==> config.mk <==
export PLATFORM = sky130hd
export DESIGN_NAME = wb_rom_loader
export DESIGN_NICKNAME = d
export VERILOG_FILES = /design/src/rtl/wb_rom_loader.sv
export SDC_FILE = /design/constraint.sdc
export NUM_CORES = 1
export LEC_CHECK = 0
export BUFFER_PORTS_ARGS = -buffer_cell sky130_fd_sc_hd__buf_2
export CORE_UTILIZATION = 45
export CTS_BUF_LIST = sky130_fd_sc_hd__clkbuf_4
export DETAILED_ROUTE_END_ITERATION = 6
export PLACE_DENSITY = 0.73
export SLEW_MARGIN = 20
export SYNTH_ARGS = -nofsm -noshare
export SYNTH_HDL_FRONTEND = slang
export SYNTH_SLANG_ARGS = --single-unit
==> constraint.sdc <==
create_clock -name i_clk -period 4.2 [get_ports i_clk]
set_input_delay 0.42 -clock i_clk [delete_from_list [all_inputs] [get_ports i_clk]]
set_output_delay 0.42 -clock i_clk [all_outputs]
set_load 0.01 [all_outputs]
==> src/rtl/wb_rom_loader.sv <==
// Wishbone pipelined write initiator copying words from a combinational ROM port into block RAM.
// First stb two edges after i_start; holds address/data under i_wb_stall, max MAX_OUTSTANDING unacked.
module wb_rom_loader #(
   parameter int XLEN            = 32,
   parameter int CNT_W           = 10,
   parameter int MAX_OUTSTANDING = 4,
   parameter int TIMEOUT         = 64
) (
   input  logic            i_clk,
   input  logic            i_reset_n,
   input  logic            i_start,
   input  logic [XLEN-1:0] i_src_base,
   input  logic [XLEN-1:0] i_dst_base,
   input  logic [CNT_W-1:0] i_count,
   output logic            o_busy,
   output logic            o_done,
   output logic            o_err,
   output logic [XLEN-1:0] o_rom_addr,
   input  logic [XLEN-1:0] i_rom_data,
   output logic            o_wb_cyc,
   output logic            o_wb_stb,
   output logic            o_wb_we,
   output logic [XLEN-1:0] o_wb_addr,
   output logic [XLEN-1:0] o_wb_data,
   output logic [3:0]      o_wb_sel,
   input  logic            i_wb_stall,
   input  logic            i_wb_ack,
   input  logic            i_wb_err
);

   localparam int OW = $clog2(MAX_OUTSTANDING + 1);
   localparam int TW = $clog2(TIMEOUT + 1);
   localparam logic [OW-1:0] MAX_O = OW'(MAX_OUTSTANDING);
   localparam logic [TW-1:0] TO_T  = TW'(TIMEOUT);

   localparam logic [2:0] S_IDLE  = 3'd0;
   localparam logic [2:0] S_LOAD  = 3'd1;
   localparam logic [2:0] S_ISSUE = 3'd2;
   localparam logic [2:0] S_DRAIN = 3'd3;
   localparam logic [2:0] S_DONE  = 3'd4;

   logic [2:0]       r_state;
   logic [XLEN-1:0]  r_src;
   logic [XLEN-1:0]  r_dst;
   logic [CNT_W-1:0] r_cnt;
   logic [CNT_W-1:0] r_issued;
   logic [CNT_W-1:0] r_acked;
   logic [OW-1:0]    r_outs;
   logic [TW-1:0]    r_timer;
   logic             r_err;

   logic w_active;
   logic w_stb;
   logic w_acc;
   logic w_ack;
   logic w_abort;

   assign w_active = (r_state == S_ISSUE) || (r_state == S_DRAIN);
   assign w_stb    = (r_state == S_ISSUE) && (r_issued < r_cnt) && (r_outs < MAX_O);
   assign w_acc    = w_stb && !i_wb_stall;
   // A stray ack with nothing outstanding must not underflow the counters.
   assign w_ack    = w_active && i_wb_ack && (r_outs != '0);
   assign w_abort  = w_active && (i_wb_err || (r_timer == TO_T));

   always_ff @(posedge i_clk or negedge i_reset_n) begin
      if (!i_reset_n) begin
         r_state  <= S_IDLE;
         r_src    <= '0;
         r_dst    <= '0;
         r_cnt    <= '0;
         r_issued <= '0;
         r_acked  <= '0;
         r_outs   <= '0;
         r_timer  <= '0;
         r_err    <= 1'b0;
      end else begin
         if (w_active) begin
            if (w_acc) begin
               r_src    <= r_src + XLEN'(4);
               r_dst    <= r_dst + XLEN'(4);
               r_issued <= r_issued + 1'b1;
            end
            if (w_ack)
               r_acked <= r_acked + 1'b1;
            case ({w_acc, w_ack})
               2'b10:   r_outs <= r_outs + 1'b1;
               2'b01:   r_outs <= r_outs - 1'b1;
               default: r_outs <= r_outs;
            endcase
            if (w_ack || (r_outs == '0))
               r_timer <= '0;
            else if (r_timer != TO_T)
               r_timer <= r_timer + 1'b1;
         end

         case (r_state)
            S_IDLE: begin
               if (i_start) begin
                  r_src    <= i_src_base;
                  r_dst    <= i_dst_base;
                  r_cnt    <= i_count;
                  r_issued <= '0;
                  r_acked  <= '0;
                  r_outs   <= '0;
                  r_timer  <= '0;
                  r_state  <= S_LOAD;
               end
            end
            S_LOAD: begin
               if (r_cnt == '0) begin
                  r_err   <= 1'b0;
                  r_state <= S_DONE;
               end else if ((r_src[1:0] != 2'b00) || (r_dst[1:0] != 2'b00)) begin
                  r_err   <= 1'b1;
                  r_state <= S_DONE;
               end else begin
                  r_state <= S_ISSUE;
               end
            end
            S_ISSUE: begin
               if (w_abort) begin
                  r_err   <= 1'b1;
                  r_state <= S_DONE;
               end else if (r_issued == r_cnt) begin
                  r_state <= S_DRAIN;
               end
            end
            S_DRAIN: begin
               if (w_abort) begin
                  r_err   <= 1'b1;
                  r_state <= S_DONE;
               end else if (r_acked == r_cnt) begin
                  r_err   <= 1'b0;
                  r_state <= S_DONE;
               end
            end
            S_DONE:  r_state <= S_IDLE;
            default: r_state <= S_IDLE;
         endcase
      end
   end

   assign o_busy     = (r_state == S_LOAD) || w_active;
   assign o_done     = (r_state == S_DONE);
   assign o_err      = (r_state == S_DONE) && r_err;
   assign o_rom_addr = r_src;
   assign o_wb_cyc   = w_active;
   assign o_wb_stb   = w_stb;
   assign o_wb_we    = w_active;
   assign o_wb_addr  = r_dst;
   assign o_wb_data  = w_active ? i_rom_data : '0;
   assign o_wb_sel   = {4{w_stb}};

endmodule
==> impl_metrics.ini, run 1 <==
[clock_network]
cts_root_buf = clkbuf_4
numCtsBuffers = 9
cts_hold_buffers = 1
cts-resized-gates = 0
cts_setup_buffers = 0
path_clk_slew_ns = 0.16
clk_latency_ns = 0.49
clockBufferDepth = 2
cts_tree = done
htreeDepth = 3
clock-sinks = 108

[final_layout]
layout-drive-gt1-share_pct = 28.3
syn2layout_area_growth_pct = 19.9
nets = 1067
n_antenna_cell = 0

[floorplan]
die_w_microns = 122
die_area_sq_mm = 0.0149
row_count = 43
core_area_sq_mm = 0.0140
die_y_microns = 122
io_pins = 218
initial_core_util_pct = 46.4

[critical_path]
worstSetupPathType = reg -> reg
max_stage_delay_ns = 0.68
startpoint_type = flop
cp_data_required_time_ns = 4.62
path_max_fanout = 18
crit_path_top_delay_cell = a21o_1
crit_top_cell = ha_1
cp_data_arrival_time_ns = 4.04
crit_chain = ha_1 -> a211oi_1 -> o21bai_1 -> a21o_1 -> nor2_4 -> inv_2 -> ha_1 -> inv_1 -> fa_1 -> or3_2 -> a21oi_1
cp-end-kind = flop

[pwr]
p_leak_nw = 3.65
power.density_mw_per_mm2 = 531
max-vdd-ir-drop_uv = 264
power_w = 0.00413

[timing]
setup_tns_ns = 0
tightestPinTransition_ns = 0.923
setup_violations = 0
min_period_ns = 3.62
fmaxAchievable_mhz = 276
slew_viol_final = 0
final-hold-violation-count = 0
timing.final.crit_share_pct = 86.3
slew_headroom_pct = 38.5
rsz0062_at_grt = false
finClkSkew_ns = 0.0244

[route]
post_drt_wl_per_cell_microns = 15.3
via_count = 5945
routed_via_density = 5.31
drc = 0
wirelength_microns = 17100
final_antenna_net_count = 0
first_iter_violations = 422
first_pass_iters = 4

[synth]
synth_top_area_cell = dfrtp_1
yosysSeqAreaShare_pct = 41.6
syn_inst = 741
synthTopCellsByArea = dfrtp_1, xor2_1, nand2_1
synthesis.nets = 871
async_reset_ff_share_pct = 100
synth_fa_ha_area_share_pct = 3.58
synth-compound-area-share_pct = 10.5
yosys.area_share.simple_pct = 28.6
synth_top_area_share_pct = 41.6
synth-seq-cells = 108
muxShareOfSynthArea_pct = 0.327
ys_warn_count = 0
synthDistinctLibCells = 57
ys.flop_type = dfrtp_1
syn_area_sq_mm = 0.00649
avgSynthCellArea_sq_um = 8.77
synth_top_family_by_area = simple AND/OR/NAND/NOR gates
synth-edff-count = 0
synth_xor_area_share_pct = 10.5

[placement]
post-dp-hpwl_microns = 12600
portBuffers = 217
gp_congestion = 0.803

[global_routing]
grt_pass1_wl_microns = 28000
first_global_vias = 5632
grt_max_degree = 79
grt_usage_pct = 24.0
antenna_found_initial = 0
overflow = 0

[min_path]
worstHoldPathType = in -> reg

[run]
maxCapViolCount = 0

[run_status]
outcome = completed
-- registers in the layout, indices dropped and copies added, names as in the netlist --
register    cells
r_err           1
r_state         3
r_issued       10
r_cnt          10
r_outs          3
r_acked        10
r_timer         7
o_wb_addr      32
o_rom_addr     32
-- placed cells by master (no fill, tap or decap), types with 2 or more instances in the layout --
master    netlist  routed
and4_1          7       7
buf_2           4     216
nor3_1         10      10
buf_4           6       9
xnor2_1        27      27
a31oi_1         7       7
inv_1          23      23
o21ai_1         7       7
or3_1          11      11
nand4_1        34      34
clkbuf_4        0      11
nor2_1         60      60
nor4_2          3       3
nand3_1        39      39
o211ai_1        3       3
ha_1           17      17
a211oi_1        4       4
nand3b_1        3       3
dfrtp_1       108     108
or3_2           2       2
nand2_1        94      93
o21ai_0        52      52
and2_1         41      40
a21oi_1        37      36
and3_1         16      16
and3_2          4       4
nor4_1         13      13
xor2_1         51      51
-- final timing paths --
| kind | depth (start not counted) | to | start | slack [ns] |
|---|---|---|---|---|
| setup / recovery | 11 | r_outs[1]$_DFF_PN0_ | r_issued[3]$_DFF_PN0_ | 0.58 |
| hold / removal | 3 | o_wb_addr[19]$_DFF_PN0_ | i_dst_base[19] | 0.12 |
| setup reg to reg | 11 | r_outs[1]$_DFF_PN0_ | r_issued[3]$_DFF_PN0_ | 0.58 |
| hold reg to reg | 1 | r_err$_DFFE_PN0P_ | r_err$_DFFE_PN0P_ | 0.52 |
| max in group asynchronous | 3 | r_cnt[0]$_DFFE_PN0P_ | i_reset_n | 2.82 |
| min in group asynchronous | 2 | o_rom_addr[21]$_DFF_PN0_ | i_reset_n | 0.51 |
-- per-layer routing --
metal | part of all wire (%) | GRT usage [%] | vias up
met4 | 2.2 | 9.15 | 0
met2 | 47 | 38.2 | 156
met3 | 5.7 | 5.20 | 24
met5 | 0 | 0 | -
li1 | - | - | 2946
met1 | 45 | 31.9 | 2819
-- through the flow --
step / worst slack (ns) / utilization, % / hold slack (ns) / instance area [sq um] / std cells
3_5_place_dp: 0.590 / 54.7 / 0.495 / 7650 / 1105
5_1_grt: 0.275 / 55.7 / 0.104 / 7790 / 1119
6_report: 0.575 / 55.7 / 0.121 / 7790 / 1119
4_1_cts: 0.575 / 55.7 / 0.0953 / 7780 / 1119
3_3_place_gp: 0.723 / 54.7 / 0.480 / 7650 / 1105
2_1_floorplan: 0.893 / - / 0.124 / 6490 / 741
-- Yosys cell counts, drive strengths merged (7+ instances only) --
library cell and count:
clkbuf 25, o21ai 59, inv 24, or3 13, a31oi 7, a21oi 37, nor2 62, nand2 94
and2 42, and3 20, xor2 51, and4 7, nor3 10, xnor2 27, nand3 39, ha 17
nand4 36, buf 15, nor4 17, dfrtp 108
-- power by group --
group,switching [W],internal [W],total [W],leakage (nW)
registers,0.000438,0.00140,0.00184,1.35
clock network,0.000337,0.000187,0.000524,0.0689
logic,0.00103,0.000738,0.00177,2.23
-- final cells by class --
class / count / area [sq um]
multi-input combinational: 568 / 3490
tap: 180 / 225
timing repair buffer: 226 / 1160
sequential: 108 / 2700
clock inverter: 2 / 38.8
fill: 1378 / 6200
inverter: 24 / 90.1
clock buffer: 11 / 82.6
-- cells by family (layout without fill, tap and decap cells) --
group	count (synthesis)	after routing
and+or+nand+nor	351	351
buffers and inverters	65	263
DFF	108	108
AOI/OAI and AO/OA	119	119
muxes	2	2
xor gates and xnor gates	78	78
adders and majority gates	18	18
-- critical path: cells and delay by family, from the launching register on --
family / cells / cell delay [ns]
DFF: 1 / 0.46
buffers and inverters: 2 / 0.24
AOI/OAI and AO/OA: 4 / 1.35
and+or+nand+nor: 2 / 0.57
adders and majority gates: 3 / 0.94
Power figures use the tool's default switching activity.
==> run 2: changes to the inputs <==
CORE_ASPECT_RATIO = 1.25   (was not set)
MAX_ROUTING_LAYER = met4   (was not set)
==> run 2 against run 1 <==
- register-to-register slack worse by 0.07 ns
- non-clock buffer count unchanged
- critical path type unchanged
- critical endpoint unchanged
- setup slack worse by 0.069 ns
- sequential share of layout area about the same
- largest power group unchanged
==> impl_metrics.ini, run 2 (synthesis gave the netlist of run 1 again) <==
[critical_path]
regToRegSetupSlack_ns = 0.51
path_max_fanout = 18
r2r_cells = 12
endpoint = r_outs[1]$_DFF_PN0_
worstSetupPathType = reg -> reg
cp-end-kind = flop
cp_data_arrival_time_ns = 4.09
cp_data_required_time_ns = 4.60
startpoint_type = flop
critPathLaunch = r_cnt[3]$_DFFE_PN0P_
r2r_start = r_cnt[3]$_DFFE_PN0P_
timing.rr.end = r_outs[1]$_DFF_PN0_

[timing]
setup_ws_ns = 0.506
fmaxAchievable_mhz = 271
setup_tns_ns = 0
tightestPinTransition_ns = 0.944
setup_violations = 0
slew_headroom_pct = 37.1
rsz0062_at_grt = false
timing.final.crit_share_pct = 87.9
min_period_ns = 3.69
finClkSkew_ns = 0.00914
final-hold-violation-count = 0
slew_viol_final = 0

[pwr]
max-vdd-ir-drop_uv = 287
power.density_mw_per_mm2 = 530
pwr-share-clk_pct = 12.7
pwr-share-seq_pct = 44.5
comb_power_share_pct = 42.8
p_int_w = 0.00232
p_sw_share_pct = 43.7
p_leak_nw = 3.65
power.switching_w = 0.00181

[run]
maxCapViolCount = 0

[clock_network]
cts_tree = done
cts-resized-gates = 0
clock-sinks = 108
htreeDepth = 3
numCtsBuffers = 9
cts_setup_buffers = 0
clk_latency_ns = 0.47
clockBufferDepth = 2
path_clk_slew_ns = 0.16
cts_root_buf = clkbuf_4

[final_layout]
n_antenna_cell = 0
syn2layout_area_growth_pct = 20.0
layout_commonest_cell = buf_2
nets = 1067
layout-drive-gt1-share_pct = 28.3
layout_common_cells = buf_2, dfrtp_1, nand2_1

[floorplan]
die_area_sq_mm = 0.0149
die_w_microns = 109
core_area_sq_mm = 0.0139
row_count = 48
initial_core_util_pct = 46.6
io_pins = 218
die_y_microns = 136

[global_routing]
grtUsageMet1_pct = 30.8
use_met2_pct = 39.4
grt_usage_pct = 24.4
grt-busiest-layer = met2
grt_pass1_wl_microns = 27400
grtUsageMet3_pct = 3.31
overflow = 0
grt_max_degree = 61
antenna_found_initial = 0
first_global_vias = 5683

[route]
post_drt_wl_per_cell_microns = 15.6
final_antenna_net_count = 0
first_iter_violations = 240
via_count = 5966
wirelength_microns = 17400
routed_via_density = 5.34
first_pass_iters = 4
drc = 0

[run_status]
outcome = completed

[min_path]
hp-start = i_src_base[1]
worstHoldPathType = in -> reg

[placement]
portBuffers = 217
gp_congestion = 0.849
post-dp-hpwl_microns = 12900
pre_cts_ws_ns = 0.578
run 2: power groups by stage:
stage	Combinational, W	Sequential [W]	Clock, W
2_1_floorplan	0.00103	0.00190	0
3_3_place_gp	0.00174	0.00185	0
3_5_place_dp	0.00177	0.00185	0
4_1_cts	0.00178	0.00184	0.000541
5_1_grt	0.00197	0.00190	0.000572
6_report	0.00177	0.00184	0.000526
run 2: area by class of cell:
class / instances / area [sq um]
fillers: 1353 / 6140
multi-input cells: 568 / 3490
flip-flops and latches: 108 / 2700
repair buffers: 226 / 1160
well taps: 175 / 219
inverters: 24 / 90.1
clock buffers: 10 / 75.1
clock inverters: 6 / 55.1
run 2: how the worst min path moves through the flow:
| stage | endpoint | slack [ns] | depth (start not counted) |
|---|---|---|---|
| 2_1_floorplan | o_rom_addr[0]$_DFFE_PN0P_ | 0.12 | 0 |
| 3_3_place_gp | r_acked[6]$_DFF_PN0_ | 0.42 | 1 |
| 3_5_place_dp | r_acked[5]$_DFF_PN0_ | 0.42 | 1 |
| 4_1_cts | o_rom_addr[1]$_DFFE_PN0P_ | 0.11 | 3 |
| 5_1_grt | o_rom_addr[1]$_DFFE_PN0P_ | 0.10 | 3 |
| 6_report | o_rom_addr[1]$_DFFE_PN0P_ | 0.13 | 3 |
run 2: critical path, stage by stage, from the launching register on:
cell,delay (ns)
dfrtp_1,0.42
inv_1,0.07
ha_1,0.31
a211oi_1,0.09
o21bai_1,0.50
a21o_1,0.67
nor2_4,0.10
inv_2,0.19
ha_1,0.21
inv_1,0.06
fa_1,0.41
or3_2,0.47
a21oi_1,0.13
run 2: per-layer routing:
metal  up-vias  part of all wire [%]
met1      2821                    43
met3        26                   4.8
met4         0                   2.1
met2       163                    50
li1       2956                     -
met5         -                     0
run 2: stage by stage:
stage                     power, W  std cells  utilization, %  hold WS, ns  cell area [sq um]
final                      0.00413       1117            55.9        0.129               7790
after detailed placement   0.00362       1100            54.9        0.421               7650
after floorplan            0.00292        741               -        0.124               6490
after global placement     0.00359       1100            54.9        0.416               7650
after CTS                  0.00416       1117            55.9        0.109               7790
after global routing       0.00444       1117            55.9        0.104               7790
run 2: what timing repair did:
item                                    CTS  global route
hold buffers                              1             0
endpoints found under the hold margin    36             0
endpoints found under the setup margin    0             0
==> run 3: changes to the inputs <==
ABC_CLOCK_PERIOD_IN_PS = 4200   (was not set)
PLACE_DENSITY = 0.69   (was 0.73)
SKIP_CTS_REPAIR_TIMING = 1   (was not set)
==> run 3 against run 2 <==
- final area about the same
- core utilization barely moved
- combinational power about the same
- die area unchanged
- power rose by 0.14%
- first-iteration DRC count rose by 21%
- worst hold slack got worse by 0.020 ns
- sequential power hardly changed
==> impl_metrics.ini, run 3 (synthesis gave the netlist of run 1 again) <==
[run_status]
outcome = completed

[global_routing]
antenna_found_initial = 0
first_global_vias = 5681
grt_usage_pct = 24.4
grt_pass1_wl_microns = 27500
grt_max_degree = 56
overflow = 0

[final_layout]
nets = 1068
layout_common_cells = buf_2, dfrtp_1, nand2_1
layout_commonest_cell = buf_2
n_antenna_cell = 0
layout-drive-gt1-share_pct = 28.4
syn2layout_area_growth_pct = 19.9

[timing]
slew_headroom_pct = 39.0
setup_tns_ns = 0
rsz0062_at_grt = false
timing.final.crit_share_pct = 87.5
setup_violations = 0
fmaxAchievable_mhz = 272
finClkSkew_ns = 0.0141
final-hold-violation-count = 0
slew_viol_final = 0
min_period_ns = 3.68
tightestPinTransition_ns = 0.915

[floorplan]
io_pins = 218
initial_core_util_pct = 46.6
die_area_sq_mm = 0.0149
die_w_microns = 109
row_count = 48
die_y_microns = 136
core_area_sq_mm = 0.0139

[min_path]
worstHoldPathType = in -> reg

[pwr]
p_int_w = 0.00232
power.switching_w = 0.00182
p_leak_nw = 3.65
p_sw_share_pct = 44.0
power_w = 0.00414
power.density_mw_per_mm2 = 531
pwr-share-clk_pct = 12.7
max-vdd-ir-drop_uv = 294
comb_power_share_pct = 43.0
pwr-share-seq_pct = 44.3

[route]
first_pass_iters = 4
via_count = 5919
final_antenna_net_count = 0
first_iter_violations = 291
wirelength_microns = 17400
post_drt_wl_per_cell_microns = 15.5
drc = 0
routed_via_density = 5.29

[critical_path]
cp_top_family = compound AO/OA/AOI/OAI gates
cp_data_required_time_ns = 4.61
cp-end-kind = flop
startpoint_type = flop
cp_data_arrival_time_ns = 4.09
crit_chain = inv_1 -> ha_1 -> o21ai_0 -> o21bai_1 -> a21o_1 -> nor2_4 -> inv_2 -> ha_1 -> inv_1 -> fa_1 -> or3_2 -> a21oi_1
max_stage_delay_ns = 0.67
path_max_fanout = 18
crit_path_top_delay_cell = a21o_1
cp_num_buf_inv = 3
worstSetupPathType = reg -> reg

[clock_network]
path_clk_slew_ns = 0.16
numCtsBuffers = 9
cts_tree = done
clockBufferDepth = 2
clock-sinks = 108
cts_root_buf = clkbuf_4
clk_latency_ns = 0.48
htreeDepth = 3

[placement]
post-dp-hpwl_microns = 13100
portBuffers = 217
gp_congestion = 0.820

[run]
maxCapViolCount = 0
run 3: power groups by stage:
stage / clock network, W / registers, W / logic, W
after CTS: 0.000542 / 0.00183 / 0.00179
final: 0.000525 / 0.00183 / 0.00178
after detailed placement: 0 / 0.00185 / 0.00178
after floorplan: 0 / 0.00190 / 0.00103
after global routing: 0.000571 / 0.00190 / 0.00199
after global placement: 0 / 0.00185 / 0.00176
run 3: metal layers:
metal  track usage [%]  routed length (microns)  vias up
li1                  -                        -     2954
met1              30.2                     7470     2777
met2              41.1                     8680      171
met3              3.36                      966       17
met4              7.63                      257        0
met5                 -                        0        -
run 3: worst paths after layout:
path / start / end / slack, ns / cells past startpoint
worst min-delay path: i_dst_base[1] / o_wb_addr[1]$_DFFE_PN0P_ / 0.11 / 3
max in group asynchronous: i_reset_n / o_wb_addr[25]$_DFF_PN0_ / 2.86 / 3
min in group asynchronous: i_reset_n / r_cnt[7]$_DFFE_PN0P_ / 0.35 / 2
worst max-delay path: r_cnt[4]$_DFFE_PN0P_ / r_outs[1]$_DFF_PN0_ / 0.52 / 12
worst min register to register: r_err$_DFFE_PN0P_ / r_err$_DFFE_PN0P_ / 0.53 / 1
worst max register to register: r_cnt[4]$_DFFE_PN0P_ / r_outs[1]$_DFF_PN0_ / 0.52 / 12
run 3: metrics by stage:
stage          utilization [%]  hold slack [ns]  cells  setup WS, ns  area (sq um)
3_3_place_gp              54.9            0.339   1101         0.717          7650
2_1_floorplan                -            0.124    741         0.893          6490
6_report                  55.9            0.109   1118         0.524          7790
5_1_grt                   55.9            0.108   1118         0.269          7790
4_1_cts                   55.8           -0.212   1117         0.561          7780
3_5_place_dp              54.9            0.340   1101         0.587          7650
run 3: worst reg2reg max path: cells and delay by family, from the launching register on:
kind	cells	cell delay, ns
AND/OR/NAND/NOR	2	0.58
flip-flops	1	0.42
adder cells (fa/ha/maj)	3	0.93
buffers and inverters	3	0.32
AO/OA/AOI/OAI	4	1.36
run 3: final cells by class:
class / instances / area (sq um)
flip-flops and latches: 108 / 2700
fillers: 1395 / 6140
well taps: 175 / 219
inverters: 24 / 90.1
multi-input cells: 568 / 3490
clock inverters: 7 / 57.6
repair buffers: 227 / 1170
clock buffers: 9 / 67.6
